**config.mk**
```make
export PLATFORM = sky130hd
export DESIGN_NAME = fifo_wr_arbiter
export DESIGN_NICKNAME = d
export VERILOG_FILES = /design/src/rtl/fifo_wr_arbiter.sv
export SDC_FILE = /design/constraint.sdc
export NUM_CORES = 1
export LEC_CHECK = 0
export ABC_AREA = 1
export ABC_CLOCK_PERIOD_IN_PS = 3650
export BUFFER_PORTS_ARGS = -buffer_cell sky130_fd_sc_hd__buf_2
export CAP_MARGIN = 20
export CORE_ASPECT_RATIO = 0.75
export CORE_MARGIN = 3
export CORE_UTILIZATION = 48
export CTS_CLUSTER_SIZE = 25
export DETAILED_ROUTE_END_ITERATION = 6
export GPL_ROUTABILITY_DRIVEN = 0
export PLACE_DENSITY = 0.85
export SKIP_LAST_GASP = 1
export SLEW_MARGIN = 40
export SYNTH_ARGS = -nofsm -noshare
export SYNTH_HDL_FRONTEND = slang
export SYNTH_SLANG_ARGS = --single-unit
```
**constraint.sdc**
```tcl
create_clock -name clk -period 3.65 [get_ports clk]
set_clock_uncertainty 0.2 [all_clocks]
set_input_delay 0.1825 -clock clk [delete_from_list [all_inputs] [get_ports clk]]
set_output_delay 0.1825 -clock clk [all_outputs]
set_load 0.02 [all_outputs]
```
**src/rtl/fifo_wr_arbiter.sv**
```systemverilog
// Round-robin arbiter sharing one FIFO write port among N_REQ valid/ready producers.
// A grant lasts one burst (req_last or MAX_BURST beats); priority rotates past the owner afterwards.
module fifo_wr_arbiter #(
   parameter int N_REQ     = 4,
   parameter int WIDTH     = 8,
   parameter int MAX_BURST = 4,
   localparam int GW       = $clog2(N_REQ),
   localparam int BW       = $clog2(MAX_BURST + 1)
) (
   input  logic                   clk,
   input  logic                   reset,
   input  logic [N_REQ-1:0]       req_valid,
   input  logic [N_REQ*WIDTH-1:0] req_data,
   input  logic [N_REQ-1:0]       req_last,
   output logic [N_REQ-1:0]       req_ready,
   input  logic                   fifo_full,
   output logic                   fifo_write,
   output logic [WIDTH-1:0]       fifo_data,
   output logic [GW-1:0]          grant_id,
   output logic                   busy
);

   // state | meaning
   // IDLE  | no owner; arbitrate among req_valid starting at rr_ptr
   // BURST | grant_id owns the FIFO write port until its burst ends
   typedef enum logic {
      IDLE  = 1'b0,
      BURST = 1'b1
   } state_t;

   state_t            state;
   logic [GW-1:0]     rr_ptr;
   logic [BW-1:0]     beat_cnt;

   logic              pick_found;
   logic [GW-1:0]     pick_id;
   logic              owner_valid;
   logic              owner_last;
   logic [WIDTH-1:0]  owner_data;
   logic              xfer;
   logic              burst_end;
   logic [GW-1:0]     next_ptr;

   // Wrapped upward search from rr_ptr; indices >= N_REQ are never formed.
   always_comb begin
      int            idx;
      logic [GW-1:0] idx_v;
      pick_found = 1'b0;
      pick_id    = '0;
      idx        = 0;
      idx_v      = '0;
      for (int k = 0; k < N_REQ; k++) begin
         idx = int'(rr_ptr) + k;
         if (idx >= N_REQ) idx = idx - N_REQ;
         idx_v = GW'(idx);
         if (!pick_found && req_valid[idx_v]) begin
            pick_found = 1'b1;
            pick_id    = idx_v;
         end
      end
   end

   always_comb begin
      owner_valid = 1'b0;
      owner_last  = 1'b0;
      owner_data  = '0;
      req_ready   = '0;
      for (int i = 0; i < N_REQ; i++) begin
         if (grant_id == GW'(i)) begin
            owner_valid  = req_valid[i];
            owner_last   = req_last[i];
            owner_data   = req_data[i*WIDTH +: WIDTH];
            req_ready[i] = (state == BURST) && !fifo_full;
         end
      end
   end

   assign xfer       = (state == BURST) && owner_valid && !fifo_full;
   assign fifo_write = xfer;
   assign fifo_data  = xfer ? owner_data : '0;
   assign burst_end  = xfer && (owner_last || (beat_cnt == BW'(MAX_BURST - 1)));
   assign next_ptr   = (grant_id == GW'(N_REQ - 1)) ? '0 : grant_id + GW'(1);

   always_ff @(posedge clk) begin
      if (reset) begin
         state    <= IDLE;
         rr_ptr   <= '0;
         beat_cnt <= '0;
         grant_id <= '0;
         busy     <= 1'b0;
      end else begin
         case (state)
            IDLE: begin
               if (pick_found) begin
                  grant_id <= pick_id;
                  beat_cnt <= '0;
                  state    <= BURST;
                  busy     <= 1'b1;
               end
            end
            BURST: begin
               if (burst_end) begin
                  state    <= IDLE;
                  busy     <= 1'b0;
                  rr_ptr   <= next_ptr;
                  beat_cnt <= '0;
               end else if (xfer) begin
                  beat_cnt <= beat_cnt + BW'(1);
               end
            end
            default: begin
               state <= IDLE;
               busy  <= 1'b0;
            end
         endcase
      end
   end

endmodule

```
==> impl_results.md <==
* Outcome: completed
* Non-Filler Instances at 277
* Final nets at 303
* First-pass DRT Iterations at 5
* Unrepaired setup endpoints after global routing: false
* Worst VDD drop at 0.255 mV
* Final period util at 72.7%
* Core ar. at 2100 um2
* Worst endpoint data arrival time at 2.27 ns
* Yosys Warn Count at 0
* Number of diodes at 0
* Hold Fails Final Rpt at 0
* Total die area at 2930 um2
* Max Clk Rate at 377 MHz
* Vias in the first global route at 1122
* CP Data Required Time at 3.27 ns
* First-pass GRT wire length at 4690 um
* Fill count at 215
* Initial antenna violation count at 0
* Grt total ovfl at 0
* DRT antenna net count at 0
* Hold path start: req_last[3]
* CTS sink count at 9
* Max-slew violation count at 0
* Worst skew pair latency at 0.27 ns
* Slew at the pin closest to its max-slew limit at 0.477 ns
* I/O pin total at 59
* Detailed-route DRC error count at 0
* Distinct cells, synth at 26
* FF+latch count, synth at 9
* Hold path depth at 6
* Pwr dens at 316 nW/um2
* Post_cts resized at 0
* CTS Buffer Depth at 2
* Layout area overhead at 29.3%
* Clock root cell: clkbuf_4
* Clk pin slew, worst setup/hold paths at 0.06 ns
* RR Endpoint: state$_SDFF_PP0_
* Placed insts at 272
* Final setup vio count at 0
* Mapped Nets at 244
* H-tree lvl count at 1
* Seq/Total Area, Yosys at 16.3%
* Setup crit start kind: flip-flop
* Height of the die at 47.6 um
* Vias post-DR at 1380
* Syn_area_per_cell at 5.68 um2
* DPL Wire Length at 2510 um
* Hold path endpoint: beat_cnt[1]$_SDFFE_PP0P_
* Area occupied by multi-input gates at 782 um2
* Mapped cell area at 1110 um2
* Setup_tns at 0 ns
* IO Port Bufs at 58
* Row count at 14
* Pleak at 0.859 nW
* FF-to-FF Start: grant_id[0]$_SDFFE_PP0P_
* TritonCTS clock tree: yes
* Logic depth of the worst register-to-register path at 11
* Largest net degree at the start of global routing at 19
* FF+latch area at 180 um2
* CTS buffer count at 3
* Final wirelength at 3080 um
* Worst rel slew slack at 68.2%
* Pwr Total at 0.000452 W
* Fin util at 68.1%
* Reg2reg setup slack at 1.35 ns
* Max Cap Viol at 0
* Initial core utilization at 52.7%
* Initial DRC Count at 56
* Gr usage total at 21.3%
* Setup crit start: grant_id[1]$_SDFFE_PP0P_
* Post-Synthesis Cells at 195
* CP Max Fanout at 12
* Crit end category: output port
* Vias per cell at 4.98
* Crit Path Category: reg -> out
* Worst hold path type: in -> reg
* Worst hold margin at 0.196 ns
* Die Width at 61.5 um
* Min cycle time layout at 2.65 ns
* WL/cell at 11.1 um
* Share of cells above drive strength 1 at 31.6%
-- worst max-delay path by stage --
stage                        end  slack, ns  cells past startpoint
floorplan           fifo_data[6]       1.45                     12
global placement    fifo_data[2]       1.31                     12
detailed placement  fifo_data[2]       1.30                     12
CTS                 fifo_data[2]       0.99                     12
global route        fifo_data[5]       0.79                     12
finish              fifo_data[2]        1.0                     12
-- critical path, cell delays in order (launching register included) --
cell     delay [ns]
dfxtp_1        0.38
inv_1          0.10
ha_1           0.36
nor2_4         0.29
nand2_1        0.08
nand2_1        0.07
nand3_1        0.09
nand2_2        0.14
inv_2          0.13
nor2_1         0.11
nand2_1        0.06
inv_1          0.06
buf_2          0.15
-- registers in the layout, indices dropped and copies added, names as in the netlist --
signal,count
busy,1
state,1
grant_id,2
rr_ptr,2
beat_cnt,3
-- per-stage QoR --
step,instance area [um2],setup WS (ns)
2_1_floorplan,1110,1.45
3_3_place_gp,1400,1.31
3_5_place_dp,1400,1.30
4_1_cts,1430,0.995
5_1_grt,1430,0.791
6_report,1430,0.996
-- repair_timing --
action,CTS,global route
buffers inserted,0,0
endpoints found under the setup margin,0,0
hold buffers,1,0
hold endpoints to repair,3,0
-- cell type report --
type | instances | share of cell area (%)
Tap cell | 24 | 2.10
Sequential cell | 9 | 12.6
Multi-Input combinational cell | 151 | 54.6
Inverter | 30 | 7.87
Clock buffer | 4 | 1.84
Timing Repair Buffer | 59 | 21.0
-- cell usage in the layout, fill, tap and decap left out, drive strengths merged --
| master | count |
|---|---|
| dfxtp | 9 |
| or2 | 1 |
| dlygate4sd3 | 1 |
| o22ai | 1 |
| nor2 | 40 |
| a221oi | 8 |
| clkbuf | 4 |
| ha | 6 |
| nand3b | 2 |
| a21oi | 9 |
| nand2 | 57 |
| clkinv | 1 |
| o21ai | 15 |
| inv | 29 |
| nand3 | 11 |
| buf | 58 |
| o21bai | 1 |
-- logic make-up (layout without fill, tap and decap cells) --
| group | Yosys count | in the layout | share of synthesized area (%) |
|---|---|---|---|
| and+or+nand+nor | 111 | 111 | 44.7 |
| buffers and inverters | 35 | 93 | 13.1 |
| AOI/OAI and AO/OA | 34 | 34 | 19.1 |
| DFF | 9 | 9 | 16.3 |
| adders and majority gates | 6 | 6 | 6.78 |
-- where the power goes --
| group | internal [W] | switching, W | total [W] |
|---|---|---|---|
| clock network | 0.0000423 | 0.0000377 | 0.0000801 |
| registers | 0.000107 | 0.00000986 | 0.000117 |
| logic | 0.0000944 | 0.000160 | 0.000255 |
-- routing by layer --
metal | wire [um] | track usage, % | part of all wire (%) | vias to the layer above
met3 | 259 | 4.04 | 8.4 | 2
met5 | 0 | 0 | 0 | -
li1 | - | - | - | 735
met4 | 35 | 7.20 | 1.1 | 0
met2 | 1390 | 36.3 | 45 | 53
met1 | 1400 | 27.4 | 45 | 590
-- Yosys cell counts, drive strengths merged --
library cell | n | area, um2
nand2 | 57 | 234
clkbuf | 1 | 3.75
buf | 4 | 28.8
nand3b | 2 | 15.0
o22ai | 1 | 6.26
or2 | 1 | 8.76
a21oi | 9 | 48.8
clkinv | 1 | 3.75
nand3 | 11 | 70.1
dfxtp | 9 | 180
a221oi | 8 | 70.1
ha | 6 | 75.1
o21ai | 15 | 78.8
nor2 | 40 | 168
o21bai | 1 | 7.51
inv | 29 | 109
Power figures use the tool's default switching activity.
